==> config.mk <==
export PLATFORM = sky130hd
export DESIGN_NAME = ysyx_22050078_wb_ctrl
export DESIGN_NICKNAME = d
export VERILOG_FILES = /design/src/rtl/ysyx_22050078_wb_ctrl_pkg.sv /design/src/rtl/ysyx_22050078_wb_ctrl_rr_arb2.sv /design/src/rtl/ysyx_22050078_wb_ctrl.sv
export SDC_FILE = /design/constraint.sdc
export NUM_CORES = 1
export LEC_CHECK = 0
export CORE_ASPECT_RATIO = 0.8
export CORE_MARGIN = 8
export CORE_UTILIZATION = 48
export DETAILED_ROUTE_END_ITERATION = 8
export GPL_ROUTABILITY_DRIVEN = 0
export GPL_TIMING_DRIVEN = 0
export PLACE_DENSITY = 0.95
export SLEW_MARGIN = 0
export SYNTH_ARGS = -nofsm -noshare
export SYNTH_HDL_FRONTEND = slang
export SYNTH_SLANG_ARGS = --single-unit
==> constraint.sdc <==
create_clock -name clk -period 6.95 [get_ports clk]
set_clock_uncertainty 0.2 [all_clocks]
set_input_delay 1.39 -clock clk [delete_from_list [all_inputs] [get_ports clk]]
set_output_delay 1.39 -clock clk [all_outputs]
set_load 0.05 [all_outputs]
==> src/rtl/ysyx_22050078_wb_ctrl_pkg.sv <==
// Shared widths and source encoding for the writeback controller slice.
package ysyx_22050078_wb_ctrl_pkg;

  localparam int CPU_WIDTH = 64;
  localparam int REG_ADDRW = 5;
  localparam int REG_NUM   = 32;

  typedef enum logic {
    SRC_EXU = 1'b0,
    SRC_LSU = 1'b1
  } wb_src_e;

endpackage

==> src/rtl/ysyx_22050078_wb_ctrl_rr_arb2.sv <==
// Two-way round-robin arbiter: req[0]=EXU, req[1]=LSU; a single pointer picks the winner on contention.
module ysyx_22050078_rr_arb2
  import ysyx_22050078_wb_ctrl_pkg::*;
(
  input  logic       clk,
  input  logic       rst,
  input  logic [1:0] req,
  input  logic       accept,
  output logic [1:0] gnt
);

  wb_src_e pri;

  always_comb begin
    gnt = req;
    if (req == 2'b11) begin
      gnt = (pri == SRC_EXU) ? 2'b01 : 2'b10;
    end
  end

  // After any accepted transfer, the loser of this round gets priority next time.
  always_ff @(posedge clk or posedge rst) begin
    if (rst) begin
      pri <= SRC_EXU;
    end else if (accept) begin
      pri <= gnt[0] ? SRC_LSU : SRC_EXU;
    end
  end

endmodule

==> src/rtl/ysyx_22050078_wb_ctrl.sv <==
// Writeback controller: arbitrates EXU/LSU onto the RF write port through one register stage
// and tracks pending destination registers in a scoreboard for IDU hazard checks.
module ysyx_22050078_wb_ctrl
  import ysyx_22050078_wb_ctrl_pkg::*;
#(
  parameter int DATA_WIDTH = CPU_WIDTH,
  parameter int ADDR_WIDTH = REG_ADDRW
) (
  input  logic                       clk,
  input  logic                       rst,
  input  logic                       rsv_valid,
  input  logic [ADDR_WIDTH-1:0]      rsv_addr,
  output logic                       rsv_ready,
  input  logic                       exu_valid,
  input  logic [ADDR_WIDTH-1:0]      exu_addr,
  input  logic [DATA_WIDTH-1:0]      exu_data,
  output logic                       exu_ready,
  input  logic                       lsu_valid,
  input  logic [ADDR_WIDTH-1:0]      lsu_addr,
  input  logic [DATA_WIDTH-1:0]      lsu_data,
  output logic                       lsu_ready,
  output logic                       rf_wen,
  output logic [ADDR_WIDTH-1:0]      rf_waddr,
  output logic [DATA_WIDTH-1:0]      rf_wdata,
  input  logic [ADDR_WIDTH-1:0]      chk_addr1,
  input  logic [ADDR_WIDTH-1:0]      chk_addr2,
  output logic                       chk_busy1,
  output logic                       chk_busy2,
  output logic [2**ADDR_WIDTH-1:0]   busy_vec,
  output logic                       err
);

  localparam int NREG = 2**ADDR_WIDTH;

  logic [1:0]            gnt;
  logic                  xfer;
  logic [ADDR_WIDTH-1:0] sel_addr;
  logic [DATA_WIDTH-1:0] sel_data;
  logic                  wr_live;
  logic                  rsv_fire;
  logic [NREG-1:0]       busy_q;
  logic [NREG-1:0]       busy_d;

  ysyx_22050078_rr_arb2 u_arb (
    .clk    (clk),
    .rst    (rst),
    .req    ({lsu_valid, exu_valid}),
    .accept (xfer),
    .gnt    (gnt)
  );

  assign exu_ready = gnt[0];
  assign lsu_ready = gnt[1];
  assign xfer      = |gnt;
  assign sel_addr  = gnt[1] ? lsu_addr : exu_addr;
  assign sel_data  = gnt[1] ? lsu_data : exu_data;
  assign wr_live   = xfer && (sel_addr != '0);

  assign rsv_ready = !busy_q[rsv_addr] || (rsv_addr == '0);
  assign rsv_fire  = rsv_valid && rsv_ready && (rsv_addr != '0);
  assign chk_busy1 = busy_q[chk_addr1];
  assign chk_busy2 = busy_q[chk_addr2];
  assign busy_vec  = busy_q;

  // Clear rides on the registered write so a bit frees exactly when the RF updates.
  always_comb begin
    busy_d = busy_q;
    if (rf_wen) begin
      busy_d[rf_waddr] = 1'b0;
    end
    if (rsv_fire) begin
      busy_d[rsv_addr] = 1'b1;
    end
    busy_d[0] = 1'b0;
  end

  always_ff @(posedge clk or posedge rst) begin
    if (rst) begin
      busy_q   <= '0;
      rf_wen   <= 1'b0;
      rf_waddr <= '0;
      rf_wdata <= '0;
      err      <= 1'b0;
    end else begin
      busy_q <= busy_d;
      rf_wen <= wr_live;
      if (wr_live) begin
        rf_waddr <= sel_addr;
        rf_wdata <= sel_data;
        if (!busy_q[sel_addr]) begin
          err <= 1'b1;
        end
      end
    end
  end

endmodule

## Yosys cells after proc, flatten, opt, wreduce, memory -nomap -nowiden

Index checks and enable logic that the tools add are counted.

| operators by class | value |
|---|---|
| add/subtract/negate cells | 0 |
| multiply operators | 0 |
| divide/modulo/power cells | 0 |
| $lt $le $gt $ge | 7 |
| equal/unequal tests | 1 |
| shift operators | 0 |
| multiplexer cells | 19 |
| bitwise logic cells | 4 |
| reductions and logical operators | 12 |

Operators with widths:

| cell | number |
|---|---|
| 2-to-1 mux 32 bit | 2 |
| 2-to-1 mux 64 bit | 1 |
| bitwise AND 32 bit | 1 |
| NOT 32 bit | 1 |
| bitwise OR 32 bit | 1 |
| < comparator 5 x 6 -> 1 bit (second input constant) | 5 |
| binary-select mux 1 bit (select 5 bit) | 4 |
| demux 1 bit (select 5 bit) | 2 |
| greater-or-equal comparator 5 x 1 -> 1 bit (second input constant) | 2 |
| nonzero test 5 bit | 2 |
| 2-to-1 mux 1 bit | 7 |
| logical AND 1 bit | 5 |
| zero test 5 bit | 1 |
| 2-to-1 mux 5 bit | 1 |
| 2-to-1 mux 2 bit | 2 |
| == test 2 bit (second input constant) | 1 |
| AND reduction 2 bit | 1 |
| OR reduction 2 bit | 1 |
| zero test 1 bit | 1 |
| logical OR 1 bit | 1 |
| NOT 1 bit | 1 |

| word-level totals | value |
|---|---|
| flip-flop bits (word level) | 103 |
| bits in latches | 0 |
| memory bits (writable) | 0 |
| bits in read-only memories | 0 |
| output and inout port bits | 108 |
| memories kept | 0 |

## Depth between registers and ports, before layout

| logic depth | value |
|---|---|
| depth after elaboration | 9 |
| mapped depth | 10 |
| depth with buffers taken out | 7 |

## Cells and area by module

A second synthesis with hierarchy kept.

| second synthesis, totals | value |
|---|---|
| cell total of the unflattened synthesis | 544 |
| area total of the unflattened synthesis | 5790.6 um^2 |

By module, submodules not included:

| module | instances | cells each | area an instance (um^2) |
|---|---|---|---|
| ysyx_22050078_wb_ctrl | 1 | 538 | 5724.2 |
| ysyx_22050078_rr_arb2 | 1 | 6 | 66.3 |

## Worst setup path before layout

Ideal clock, no wire load.

| path | value |
|---|---|
| kind | input-to-output |
| start | input rsv_addr[0] |
| end | output rsv_ready |
| data arrival time | 3.678 ns |
| required time | 5.360 ns |
| setup slack | 1.682 ns |
| cell stages on the path | 7 |
| buffers on the path | 2 |
| cell sequence | buf_6 clkbuf_8 mux4_1 nand3_1 o21ai_2 nor3_1 a21boi_0 |

| on the way | value |
|---|---|
| cells in the longest elaborated chain, start to end | 4 |

Ends and longest elaborated chain:

| element | line | text |
|---|---|---|
| from (decl) | ysyx_22050078_wb_ctrl.sv:12 | `input logic [ADDR_WIDTH-1:0] rsv_addr,` |
| binary-select mux 1 bit (select 5 bit) | ysyx_22050078_wb_ctrl.sv:59 | `assign rsv_ready = !busy_q[rsv_addr] \|\| (rsv_addr == '0);` |
| 2-to-1 mux 1 bit (not written as such) | ysyx_22050078_wb_ctrl.sv:59 |  |
| zero test 1 bit | ysyx_22050078_wb_ctrl.sv:59 |  |
| logical OR 1 bit * | ysyx_22050078_wb_ctrl.sv:59 |  |
| to (decl) | ysyx_22050078_wb_ctrl.sv:13 | `output logic rsv_ready,` |

Mark *: on every way between the ends. The rest lies on a longest branch, timed or not. The select of a mux whose other input is x is not followed.

## Worst setup path after layout

| path | value |
|---|---|
| start | input rsv_addr[1] |
| end | output rsv_ready |

The elaborated chain is that of the path after synthesis.

==> results.sh <==
export IMPL_diodes=0
export IMPL_cts_resized=0
export IMPL_grt_setup_unrepaired="no"
export IMPL_drive_above_1_share_pct=15.9
export IMPL_timing_slew_headroom_pct=53.6
export IMPL_io_pins=266
export IMPL_cts_hold_buf=0
export IMPL_power_density_nw_per_um2=331
export IMPL_leakagePower_nw=4.33
export IMPL_max_stage_delay_ns=0.83
export IMPL_root_buffer="clkbuf_16"
export IMPL_crit_fanout=10
export IMPL_synth_flop_cell="dfrtp_1"
export IMPL_yosysMostFrequentCell="nand2_1"
export IMPL_postRouteAntennaNets=0
export IMPL_synth_area_leaders="dfrtp_1, mux2_4, nand2_1"
export IMPL_grt_ovfl_total=0
export IMPL_numPortBuffers=253
export IMPL_path_clk_slew_ns=0.06
export IMPL_synth_area_um2=6580
export IMPL_cp_common_cell="clkdlybuf4s50_1"
export IMPL_wire_per_inst_um=20.7
export IMPL_syn_to_final_growth_pct=46.8
export IMPL_cp_required_ns=5.36
export IMPL_grt_pass1_wl_um=35200
export IMPL_yosys_warnings=0
export IMPL_setup_ws_ns=1.22
export IMPL_postCtsSetupBuffers=0
export IMPL_period_minus_slack_ns=5.73
export IMPL_crit_type="primary input to primary output"
export IMPL_yosysTopAreaCell="dfrtp_1"
export IMPL_hold_viol_final=0
export IMPL_grtUsageTotal_pct=24.9
export IMPL_dp_hpwl_um=17500
export IMPL_cts_tree="done"
export IMPL_max_freq_mhz=175
export IMPL_rows=38
export IMPL_synth_seq_cells=103
export IMPL_hold_depth=1
export IMPL_outcome="complete, no violations"
export IMPL_start_util_pct=48.7
export IMPL_cp_depth=8
export IMPL_grt_pass1_vias=6692
export IMPL_fin_util_pct=71.6
export IMPL_antenna_found_initial=0
export IMPL_viasPerCell=5.69
export IMPL_r2r_cells=10
export IMPL_crit_slowest_cell="clkdlybuf4s50_1"
export IMPL_fp_dieArea_um2=17700
export IMPL_vias=6266
export IMPL_crit_family="buffers and inverters"
export IMPL_core_um2=13500
export IMPL_cp_arrival_ns=4.14
export IMPL_path_buf_inv=4
export IMPL_drtPass1Iterations=7
export IMPL_synth_edff_count=0
export IMPL_start_kind="primary input"
export IMPL_max_cap_violations=0
export IMPL_setup_viol=0
export IMPL_dp_slack_ns=1.21
export IMPL_ys_seq_area_share_pct=39.2
export IMPL_cts_sinks=103
export IMPL_die_height_um=121
export IMPL_post_synth_cell_area_avg_um2=10.1
export IMPL_cts_buffers=9
export IMPL_drt_total_wl_um=22800
export IMPL_crit_path_end_kind="primary output"
export IMPL_synth_cells=651
export IMPL_tns_ns=0
export IMPL_grt_max_degree=60
export IMPL_final_nets=1074
export IMPL_min_path_type="flip-flop to flip-flop"
export IMPL_die_w_um=147
export IMPL_fin_crit_sh_pct=82.4
export IMPL_syn_nets=809
export IMPL_worstSkewPairLatency_ns=0.33
export IMPL_yosysUniqueCellTypes=59
export IMPL_finalMaxSlewViolations=0
export IMPL_drcViolationCount=0
export IMPL_async_flop_share_pct=100
export IMPL_synth_top_area_share_pct=39.2
export IMPL_cts_buffer_depth=2
export IMPL_tightest_slew_ns=0.696
export IMPL_h_tree_depth=3
export IMPL_yosys_top_cells_count="nand2_1, dfrtp_1, o21ai_0"
export IMPL_drt_iter0_drc=504
export IMPL_ir_drop_v=0.000266
export IMPL_crit_chain="clkdlybuf4s50_1 -> clkbuf_1 -> mux4_1 -> inv_1 -> o22ai_1 -> nor3_1 -> a21boi_0 -> clkdlybuf4s50_1"
export IMPL_fin_hold_ws_ns=0.314
==> metal layers <==
metal | vias to the layer above | routed length [µm] | track usage [%] | share of wire [%]
li1 | 2822 | - | - | -
met1 | 2917 | 8150 | 27.8 | 36
met2 | 458 | 11100 | 42.7 | 48
met3 | 69 | 2970 | 9.45 | 13
met4 | 0 | 630 | 9.22 | 2.8
met5 | - | 0 | 0 | 0
==> cell type report <==
type | count | area [µm²]
fill | 959 | 3840
multi-input combinational | 490 | 3690
sequential | 103 | 2580
timing repair buffer | 254 | 2560
buffer | 42 | 250
clock buffer | 12 | 236
tap | 180 | 225
inverter | 16 | 62.6
clock inverter | 4 | 55.1
==> worst paths after layout <==
| check | from | endpoint | slack (ns) |
|---|---|---|---|
| min reg2reg | rf_wdata[7] | rf_wdata[7] | 0.31 |
| max reg2reg | u_arb.pri | rf_wdata[41] | 4.21 |
| min in group asynchronous | rst | rf_wdata[6] | 1.30 |
| min | rf_wdata[7] | rf_wdata[7] | 0.31 |
| max | rsv_addr[1] | rsv_ready | 1.22 |
| max in group asynchronous | rst | rf_waddr[2] | 4.58 |
==> power by group <==
| group | internal, mW | switching, mW | leakage, nW |
|---|---|---|---|
| sequential | 0.752 | 0.288 | 1.22 |
| combinational | 0.698 | 0.966 | 2.97 |
| clock | 0.282 | 0.216 | 0.137 |
==> sequential cells by signal (all words and copies together), names as in the netlist <==
| register | cells |
|---|---|
| rf_wdata | 64 |
| err | 1 |
| u_arb.pri | 1 |
| rf_wen | 1 |
| busy_vec | 31 |
| rf_waddr | 5 |
==> cells in the final DEF (no fill, tap or decap), types with 3 or more instances in the layout <==
cell,n
o22ai_1,4
nand2b_1,3
clkbuf_1,25
clkdlybuf4s50_1,253
buf_6,9
mux4_1,7
a21oi_1,3
mux2_4,67
nand3b_1,11
inv_1,14
mux2_2,10
dfrtp_1,103
a311oi_1,3
nand4_1,4
clkbuf_16,9
or4_4,3
o21ai_0,70
or3b_2,3
nand3_1,10
mux2i_1,9
mux4_2,22
nand2_1,213
nor2_1,8
buf_2,6
==> metrics by stage <==
stage,instance area [µm²],power [mW],instances
3_3_place_gp,9340,2.64,1084
6_report,9660,3.20,1101
4_1_cts,9660,3.19,1101
5_1_grt,9660,3.32,1101
2_1_floorplan,6580,2.02,651
3_5_place_dp,9370,2.69,1085
==> cell families after synthesis <==
| group | share of synthesized area, % |
|---|---|
| simple gates | 17.6 |
| mux | 28.7 |
| compound gates | 9.81 |
| flops | 39.2 |
| buf+inv | 4.71 |
| other cells | 0.0570 |
(Power assumes the default switching activity.)
